<file path="src/rtl/kernel_ctrl_if.sv">
// Job descriptor handshake and configuration write bus for kernel_ctrl.
//   master: job issuer; drives the descriptor and job_val, observes job_rdy and the cfg bus.
//   slave : kernel_ctrl; accepts jobs and drives cfg_data/cfg_addr/cfg_valid.
interface kernel_ctrl_if #(
  parameter int unsigned CFG_DWIDTH = 32,
  parameter int unsigned CFG_AWIDTH = 5,
  parameter int unsigned MEM_AWIDTH = 16,
  parameter int unsigned PASS_WIDTH = 8
);

  logic [MEM_AWIDTH-1:0] job_wr_end;
  logic                  job_load;
  logic [MEM_AWIDTH-1:0] job_rd_start;
  logic [MEM_AWIDTH-1:0] job_rd_end;
  logic [PASS_WIDTH-1:0] job_passes;
  logic                  job_val;
  logic                  job_rdy;

  logic [CFG_DWIDTH-1:0] cfg_data;
  logic [CFG_AWIDTH-1:0] cfg_addr;
  logic                  cfg_valid;

  modport master (
    output job_wr_end, job_load, job_rd_start, job_rd_end, job_passes, job_val,
    input  job_rdy, cfg_data, cfg_addr, cfg_valid
  );

  modport slave (
    input  job_wr_end, job_load, job_rd_start, job_rd_end, job_passes, job_val,
    output job_rdy, cfg_data, cfg_addr, cfg_valid
  );

endinterface

</file>
<file path="src/rtl/kernel_ctrl.sv">
// kernel_ctrl: sequences one kernel job -- optional kernel load (config write, then
// counting stream beats into memory words) followed by a number of read passes
// (config write of the read window, then counting consumed kernel words per pass).
//
// Ports:
//   clk          - clock, rising edge
//   rst          - asynchronous active-low reset
//   ker_str_beat - one accepted kernel stream beat (counted only in LOAD)
//   kernel_rdy   - one kernel word consumed (counted only in RUN)
//   bus          - kernel_ctrl_if.slave: job descriptor/handshake in, cfg writes out
//   busy         - job in progress
//   done         - single-cycle pulse at job completion
//   err          - single-cycle watchdog pulse
//
// Optional feature: define KERNEL_CTRL_TIMEOUT_EN to enable the LOAD/RUN watchdog
// (TIMEOUT cycles without a counted beat aborts the job with an err pulse).
// Without it, no watchdog logic exists and err is tied low.
module kernel_ctrl #(
  parameter int unsigned CFG_DWIDTH    = 32,
  parameter int unsigned CFG_AWIDTH    = 5,
  parameter int unsigned STR_KER_WIDTH = 64,
  parameter int unsigned KER_BUS_WIDTH = 1024,
  parameter int unsigned MEM_AWIDTH    = 16,
  parameter int unsigned PASS_WIDTH    = 8,
  parameter int unsigned TIMEOUT       = 4096,
  parameter int unsigned CFG_KER_WR    = 1,
  parameter int unsigned CFG_KER_RD    = 2
) (
  input  logic        clk,
  input  logic        rst,
  input  logic        ker_str_beat,
  input  logic        kernel_rdy,
  kernel_ctrl_if.slave bus,
  output logic        busy,
  output logic        done,
  output logic        err
);

  localparam int unsigned RATIO  = KER_BUS_WIDTH / STR_KER_WIDTH;
  localparam int unsigned BEAT_W = (RATIO > 1) ? $clog2(RATIO) : 1;
  localparam int unsigned CNT_W  = MEM_AWIDTH + 1;

  // Elaboration-time guard on parameter combinations the datapath cannot represent.
  if (((KER_BUS_WIDTH % STR_KER_WIDTH) != 0) || (TIMEOUT == 0) ||
      (MEM_AWIDTH > (CFG_DWIDTH / 2))) begin : g_bad_params
    $error("kernel_ctrl: unsupported parameter combination");
  end

  typedef enum logic [2:0] {
    IDLE   = 3'd0,
    CFG_WR = 3'd1,
    LOAD   = 3'd2,
    CFG_RD = 3'd3,
    RUN    = 3'd4,
    DONE   = 3'd5
  } state_t;

  state_t state_q, state_d;

  logic [MEM_AWIDTH-1:0] wr_end_q, rd_start_q, rd_end_q;
  logic [PASS_WIDTH-1:0] passes_q;
  logic [BEAT_W-1:0]     beat_cnt_q;
  logic [CNT_W-1:0]      word_cnt_q;
  logic [CNT_W-1:0]      run_cnt_q;

  logic                  accept, beat_in, rdy_in;
  logic                  word_done, load_done, run_done, timeout;
  logic [MEM_AWIDTH-1:0] run_last_idx;
  logic [PASS_WIDTH-1:0] passes_left;

  logic                  cfg_valid_d;
  logic [CFG_AWIDTH-1:0] cfg_addr_d;
  logic [CFG_DWIDTH-1:0] cfg_data_d;
  logic [MEM_AWIDTH-1:0] wr_end_src, rd_start_src, rd_end_src;

  // Count strobes; inputs outside their owning state are ignored.
  assign accept       = (state_q == IDLE) && bus.job_val;
  assign beat_in      = (state_q == LOAD) && ker_str_beat;
  assign rdy_in       = (state_q == RUN) && kernel_rdy;
  assign word_done    = beat_in && (beat_cnt_q == BEAT_W'(RATIO - 1));
  assign load_done    = word_done && (word_cnt_q == {1'b0, wr_end_q});
  // Modular difference gives the wrap-around window length minus one.
  assign run_last_idx = rd_end_q - rd_start_q;
  assign run_done     = rdy_in && (run_cnt_q == {1'b0, run_last_idx});
  assign passes_left  = passes_q - PASS_WIDTH'(1);

`ifdef KERNEL_CTRL_TIMEOUT_EN
  localparam int unsigned WD_W = $clog2(TIMEOUT + 1);

  logic [WD_W-1:0] wd_cnt_q;
  logic            wd_active;
  logic            err_q;

  assign wd_active = (state_q == LOAD) || (state_q == RUN);
  assign timeout   = wd_active && !beat_in && !rdy_in && (wd_cnt_q == WD_W'(TIMEOUT - 1));

  // Idle-cycle watchdog; restarts on every counted beat and outside LOAD/RUN.
  always_ff @(posedge clk or negedge rst) begin
    if (!rst) begin
      wd_cnt_q <= '0;
      err_q    <= 1'b0;
    end else begin
      err_q <= timeout;
      if (!wd_active || beat_in || rdy_in || timeout) begin
        wd_cnt_q <= '0;
      end else begin
        wd_cnt_q <= wd_cnt_q + WD_W'(1);
      end
    end
  end

  assign err = err_q;
`else
  assign timeout = 1'b0;
  assign err     = 1'b0;
`endif

  // Next state and next-cycle cfg bus contents.
  always_comb begin
    state_d      = state_q;
    cfg_valid_d  = 1'b0;
    cfg_addr_d   = '0;
    cfg_data_d   = '0;
    // In IDLE the descriptor registers are still being loaded, so use the live fields.
    wr_end_src   = (state_q == IDLE) ? bus.job_wr_end   : wr_end_q;
    rd_start_src = (state_q == IDLE) ? bus.job_rd_start : rd_start_q;
    rd_end_src   = (state_q == IDLE) ? bus.job_rd_end   : rd_end_q;

    unique case (state_q)
      IDLE: begin
        if (bus.job_val) begin
          if (bus.job_load) begin
            state_d = CFG_WR;
          end else if (bus.job_passes != '0) begin
            state_d = CFG_RD;
          end else begin
            state_d = DONE;
          end
        end
      end
      CFG_WR: state_d = LOAD;
      LOAD: begin
        if (timeout) begin
          state_d = IDLE;
        end else if (load_done) begin
          state_d = (passes_q != '0) ? CFG_RD : DONE;
        end
      end
      CFG_RD: state_d = RUN;
      RUN: begin
        if (timeout) begin
          state_d = IDLE;
        end else if (run_done) begin
          state_d = (passes_left != '0) ? CFG_RD : DONE;
        end
      end
      DONE:    state_d = IDLE;
      default: state_d = IDLE;
    endcase

    if (state_d == CFG_WR) begin
      cfg_valid_d                   = 1'b1;
      cfg_addr_d                    = CFG_AWIDTH'(CFG_KER_WR);
      cfg_data_d[MEM_AWIDTH-1:0]    = wr_end_src;
    end else if (state_d == CFG_RD) begin
      cfg_valid_d                   = 1'b1;
      cfg_addr_d                    = CFG_AWIDTH'(CFG_KER_RD);
      cfg_data_d[MEM_AWIDTH-1:0]    = rd_start_src;
      cfg_data_d[CFG_DWIDTH/2 +: MEM_AWIDTH] = rd_end_src;
    end
  end

  // State register and registered outputs (each a function of the next state).
  always_ff @(posedge clk or negedge rst) begin
    if (!rst) begin
      state_q       <= IDLE;
      bus.cfg_valid <= 1'b0;
      bus.cfg_addr  <= '0;
      bus.cfg_data  <= '0;
      bus.job_rdy   <= 1'b1;
      busy          <= 1'b0;
      done          <= 1'b0;
    end else begin
      state_q       <= state_d;
      bus.cfg_valid <= cfg_valid_d;
      bus.cfg_addr  <= cfg_addr_d;
      bus.cfg_data  <= cfg_data_d;
      bus.job_rdy   <= (state_d == IDLE);
      busy          <= (state_d != IDLE);
      done          <= (state_d == DONE);
    end
  end

  // Descriptor capture on job accept.
  always_ff @(posedge clk) begin
    if (accept) begin
      wr_end_q   <= bus.job_wr_end;
      rd_start_q <= bus.job_rd_start;
      rd_end_q   <= bus.job_rd_end;
    end
  end

  // Beat, word, read and pass counters; each restarts when its count completes.
  always_ff @(posedge clk or negedge rst) begin
    if (!rst) begin
      beat_cnt_q <= '0;
      word_cnt_q <= '0;
      run_cnt_q  <= '0;
      passes_q   <= '0;
    end else if (accept) begin
      beat_cnt_q <= '0;
      word_cnt_q <= '0;
      run_cnt_q  <= '0;
      passes_q   <= bus.job_passes;
    end else begin
      if (beat_in) begin
        beat_cnt_q <= word_done ? '0 : beat_cnt_q + BEAT_W'(1);
      end
      if (word_done) begin
        word_cnt_q <= load_done ? '0 : word_cnt_q + CNT_W'(1);
      end
      if (rdy_in) begin
        run_cnt_q <= run_done ? '0 : run_cnt_q + CNT_W'(1);
      end
      if (run_done) begin
        passes_q <= passes_left;
      end
    end
  end

endmodule

</file>
<file path="src/flat_wrapper.sv">
// flat-port wrapper written by rule: the top's interface ports become plain ports
module kernel_ctrl_flat 
#(
  parameter int unsigned CFG_DWIDTH    = 32,
  parameter int unsigned CFG_AWIDTH    = 5,
  parameter int unsigned STR_KER_WIDTH = 64,
  parameter int unsigned KER_BUS_WIDTH = 1024,
  parameter int unsigned MEM_AWIDTH    = 16,
  parameter int unsigned PASS_WIDTH    = 8,
  parameter int unsigned TIMEOUT       = 4096,
  parameter int unsigned CFG_KER_WR    = 1,
  parameter int unsigned CFG_KER_RD    = 2
)
  (clk, rst, ker_str_beat, kernel_rdy, busy, done, err, bus_job_wr_end, bus_job_load, bus_job_rd_start, bus_job_rd_end, bus_job_passes, bus_job_val, bus_job_rdy, bus_cfg_data, bus_cfg_addr, bus_cfg_valid);
  kernel_ctrl_if #(.CFG_DWIDTH(CFG_DWIDTH), .CFG_AWIDTH(CFG_AWIDTH), .MEM_AWIDTH(MEM_AWIDTH), .PASS_WIDTH(PASS_WIDTH)) bus_i ();
  input  logic clk;
  input  logic rst;
  input  logic ker_str_beat;
  input  logic kernel_rdy;
  output logic busy;
  output logic done;
  output logic err;
  input wire logic [$bits(bus_i.job_wr_end)-1:0] bus_job_wr_end;
  input wire logic [$bits(bus_i.job_load)-1:0] bus_job_load;
  input wire logic [$bits(bus_i.job_rd_start)-1:0] bus_job_rd_start;
  input wire logic [$bits(bus_i.job_rd_end)-1:0] bus_job_rd_end;
  input wire logic [$bits(bus_i.job_passes)-1:0] bus_job_passes;
  input wire logic [$bits(bus_i.job_val)-1:0] bus_job_val;
  output wire logic [$bits(bus_i.job_rdy)-1:0] bus_job_rdy;
  output wire logic [$bits(bus_i.cfg_data)-1:0] bus_cfg_data;
  output wire logic [$bits(bus_i.cfg_addr)-1:0] bus_cfg_addr;
  output wire logic [$bits(bus_i.cfg_valid)-1:0] bus_cfg_valid;
  assign bus_i.job_wr_end = bus_job_wr_end;
  assign bus_i.job_load = bus_job_load;
  assign bus_i.job_rd_start = bus_job_rd_start;
  assign bus_i.job_rd_end = bus_job_rd_end;
  assign bus_i.job_passes = bus_job_passes;
  assign bus_i.job_val = bus_job_val;
  assign bus_job_rdy = bus_i.job_rdy;
  assign bus_cfg_data = bus_i.cfg_data;
  assign bus_cfg_addr = bus_i.cfg_addr;
  assign bus_cfg_valid = bus_i.cfg_valid;
  kernel_ctrl #(.CFG_DWIDTH(CFG_DWIDTH), .CFG_AWIDTH(CFG_AWIDTH), .STR_KER_WIDTH(STR_KER_WIDTH), .KER_BUS_WIDTH(KER_BUS_WIDTH), .MEM_AWIDTH(MEM_AWIDTH), .PASS_WIDTH(PASS_WIDTH), .TIMEOUT(TIMEOUT), .CFG_KER_WR(CFG_KER_WR), .CFG_KER_RD(CFG_KER_RD)) u_core (.clk(clk), .rst(rst), .ker_str_beat(ker_str_beat), .kernel_rdy(kernel_rdy), .bus(bus_i), .busy(busy), .done(done), .err(err));
endmodule
</file>
<file path="config.mk">
export PLATFORM = sky130hd
export DESIGN_NAME = kernel_ctrl_flat
export DESIGN_NICKNAME = d
export VERILOG_FILES = /design/src/rtl/kernel_ctrl_if.sv /design/src/rtl/kernel_ctrl.sv /design/src/flat_wrapper.sv
export SDC_FILE = /design/constraint.sdc
export NUM_CORES = 1
export LEC_CHECK = 0
export ABC_AREA = 0
export BUFFER_PORTS_ARGS = -buffer_cell sky130_fd_sc_hd__buf_2
export CORE_MARGIN = 2
export CORE_UTILIZATION = 45
export DETAILED_ROUTE_END_ITERATION = 12
export PLACE_DENSITY = 0.67
export SYNTH_ARGS = -nofsm -noshare
export SYNTH_HDL_FRONTEND = slang
export SYNTH_SLANG_ARGS = --single-unit
</file>
<file path="constraint.sdc">
create_clock -name clk -period 6.2 [get_ports clk]
set_clock_uncertainty 0.05 [all_clocks]
set_input_delay 1.24 -clock clk [delete_from_list [all_inputs] [get_ports clk]]
set_output_delay 1.24 -clock clk [all_outputs]
set_load 0.01 [all_outputs]
</file>
==> metrics.csv <==
metric,value,unit
outcome,"complete, no violations",
coreArea,15300,um2
htree_levels,4,
grt_max_degree,67,
ctsResizeCount,0,
utilization,0.548,
cpPeakStageDelay,600,ps
critPathLaunchType,flop,
synthTopCellsByCount,"86 x dfrtp_1, 82 x nand2_1, 64 x nor2_1, 48 x edfxtp_1, 45 x a21oi_1",
max_freq,258,MHz
fin_crit,3880,ps
synthToLayoutAreaGrowth,17.9,%
synthArstFlopShare,0.644,
ios,104,
ys.flop_type,dfrtp_1,
die_h,130,um
vias,5628,
grt_overflow_total,0,
hp-class,flop to flop,
rsz0062_at_grt,no,
grt_pass1_wl,29.5,mm
die_w,130,um
reg2reg_to,u_core.bus.cfg_data[3]$_DFF_PN0_,
synthMuxAreaShare,0.0492,
critical_path.cell_chain,ha_1 > fa_1 > nor2b_1 > o2111ai_1 > a2111oi_0 > a311oi_1 > xnor2_1 > nand3b_1 > nor3_1 > o21ai_2 > buf_4 > o22ai_1,
yosys.cell_count.top_type,dfrtp_1,
rows,45,
drtPass1Iterations,7,
hold_viol,0,
synth_top_family_by_area,simple AND/OR/NAND/NOR gates,
syn_inst,693,
leakage,3.72,nW
drcViolationCount,0,
vias_per_cell,5.54,
setup_viol,0,
drive_above_1_share,0.187,
synth-seq-cells,135,
diodes,0,
worstReg2RegStart,u_core.rd_start_q[0]$_DFFE_PP_,
cts_num_sinks,135,
clk_pin_slew,60,ps
clk-insertion-delay-late,430,ps
syn_area,7110,um2
synth.distinct_cells,63,
startpoint,u_core.rd_start_q[0]$_DFFE_PP_,
met2_usage,0.379,
crit_cells,12,
arrival,4170,ps
synth_area_leaders,"dfrtp_1 30%, edfxtp_1 20%, xnor2_1 5.2%, mux2i_1 4.9%, nand2_1 4.3%",
track_usage,0.230,
reg2reg_depth,12,
finalCritPeriodShare,0.625,
cap_violations,0,
wl,18.9,mm
hold_buffers,0,
ff2ff_setup_slack,2320,ps
synth-compound-area-share,0.106,
tritoncts,yes,
start_util,0.465,
antenna_found_initial,0,
post_drt_wl_per_cell,18.6,um
ys_seq_area_frac,0.509,
critPathMaxFanout,29,
powerDensity,407,nW/um2
synth-xor-area-share,0.0936,
slew_headroom,0.396,
io_buffer_count,99,
cts_max_path_buffers,2,
synth_edf_count,48,
dr.first_iter.drc_count,371,
end_kind,flop,
cts_buffers,17,
die_area,16800,um2
synth_warnings,0,
top_usage_layer,met2,
final_nets,874,
tns,0,ps
post_cts_buffers,0,
grt_use_met3,0.0558,
syn_avg_cell_area,10.3,um2
critPathKind,flop to flop,
final_max_slew_viol_count,0,
synth_top_area_share,0.302,
final_antenna_net_count,0,
critical_path_buf_inv_count,1,
crit_path_end,u_core.bus.cfg_data[3]$_DFF_PN0_,
yosys.area_share.simple,0.166,
peakVddDrop,0.000213,V
nFillCells,1370,
dpl.hpwl,13.7,mm
synthAdderAreaFrac,0.0380,
grt_pass1_vias,5590,
cp_data_required_time,6490,ps
worst_pin_slew,906,ps
critPathSlowestCell,a2111oi_0,
yosys.area.top_type,dfrtp_1,
gp_congestion,0.965,
root_buffer,clkbuf_16,
grt.met1_usage,0.304,
critical_path.top_delay_family,compound AO/OA/AOI/OAI gates,
## layout make-up
| type | count | area (um2) | share of cell area |
|---|---|---|---|
| Multi-Input combinational cell | 501 | 3240 | 0.387 |
| Timing Repair Buffer | 104 | 536 | 0.0639 |
| Tap cell | 211 | 264 | 0.0315 |
| Clock buffer | 19 | 433 | 0.0516 |
| Inverter | 32 | 120 | 0.0143 |
| Clock inverter | 13 | 171 | 0.0204 |
| Sequential cell | 135 | 3620 | 0.432 |
## layer usage
layer | share of wire | routed length [um] | vias up
met5 | 0 | 0 | -
met4 | 0.015 | 282 | 0
met3 | 0.044 | 825 | 19
met2 | 0.49 | 9310 | 160
met1 | 0.45 | 8510 | 2820
li1 | - | - | 2629
## registers in the layout, indices dropped and copies added, names as in the netlist
register / count
u_core.run_cnt_q: 17
u_core.bus.cfg_data: 32
u_core.rd_start_q: 16
u_core.passes_q: 8
u_core.bus.job_rdy: 1
u_core.bus.cfg_valid: 1
u_core.beat_cnt_q: 4
u_core.bus.cfg_addr: 2
u_core.rd_end_q: 16
u_core.word_cnt_q: 17
u_core.wr_end_q: 16
u_core.done: 1
u_core.state_q: 3
u_core.busy: 1
## per-stage QoR
step	instance area, um2	std cells	total power [mW]	setup slack (ps)	hold slack, ps
2_1_floorplan	7130	696	2.03	2590	445
3_3_place_gp	7780	983	2.35	2300	467
3_5_place_dp	7780	983	2.37	2210	469
4_1_cts	8390	1015	3.41	2370	505
5_1_grt	8390	1015	3.58	2030	535
6_report	8390	1015	3.41	2320	504
## power by group
group | switching, mW | leakage [nW] | internal (mW)
sequential | 0.123 | 1.62 | 1.11
combinational | 0.707 | 1.82 | 0.425
clock | 0.409 | 0.289 | 0.638
total | 1.24 | 3.72 | 2.17
## layout by cell type (no fill, tap or decap), types with 3 or more instances in the layout
cell and instances:
and3_1 5, or3_1 10, nand4_1 16, clkbuf_16 17, mux2i_1 35, a21o_1 6
dfrtp_1 86, clkinv_4 3, o22ai_1 17, nor2b_1 5, or2_2 3, nor4_1 9
o21ai_0 21, buf_4 6, xnor2_1 42, o41ai_1 3, nand2b_1 5, inv_1 31
edfxtp_1 48, nand3_1 17, a21oi_1 45, ha_1 20, bufinv_16 3, conb_1 4
nand2_1 82, nor2_1 64, xor2_1 34, nor3_1 13, inv_6 4, buf_2 98
and2_1 3
## worst register-to-register path, delay by kind of cell (launching register included)
family / cells / cell delay, ps
AOI/OAI and AO/OA: 5 / 1320
xor gates and xnor gates: 1 / 260
adders and majority gates: 2 / 640
buffers and inverters: 1 / 280
DFF: 1 / 390
and+or+nand+nor: 3 / 860
## worst min-delay path by stage
stage / cells past startpoint / startpoint / slack [ps] / endpoint
after floorplan: 1 / u_core.run_cnt_q[16]$_DFFE_PN0P_ / 440 / u_core.run_cnt_q[16]$_DFFE_PN0P_
after global placement: 1 / u_core.word_cnt_q[15]$_DFFE_PN0P_ / 470 / u_core.word_cnt_q[15]$_DFFE_PN0P_
after detailed placement: 1 / u_core.word_cnt_q[15]$_DFFE_PN0P_ / 470 / u_core.word_cnt_q[15]$_DFFE_PN0P_
after CTS: 2 / u_core.word_cnt_q[16]$_DFFE_PN0P_ / 500 / u_core.word_cnt_q[16]$_DFFE_PN0P_
after global routing: 1 / u_core.run_cnt_q[16]$_DFFE_PN0P_ / 530 / u_core.run_cnt_q[16]$_DFFE_PN0P_
final: 2 / u_core.word_cnt_q[16]$_DFFE_PN0P_ / 500 / u_core.word_cnt_q[16]$_DFFE_PN0P_
## kinds of logic (layout without fill, tap and decap cells)
group	after synthesis	after routing
AOI/OAI and AO/OA	118	118
xor gates and xnor gates	76	76
adders and majority gates	21	21
buffers and inverters	60	168
DFF	135	135
muxes	35	35
other	1	4
and+or+nand+nor	247	247
(Power assumes the default switching activity.)
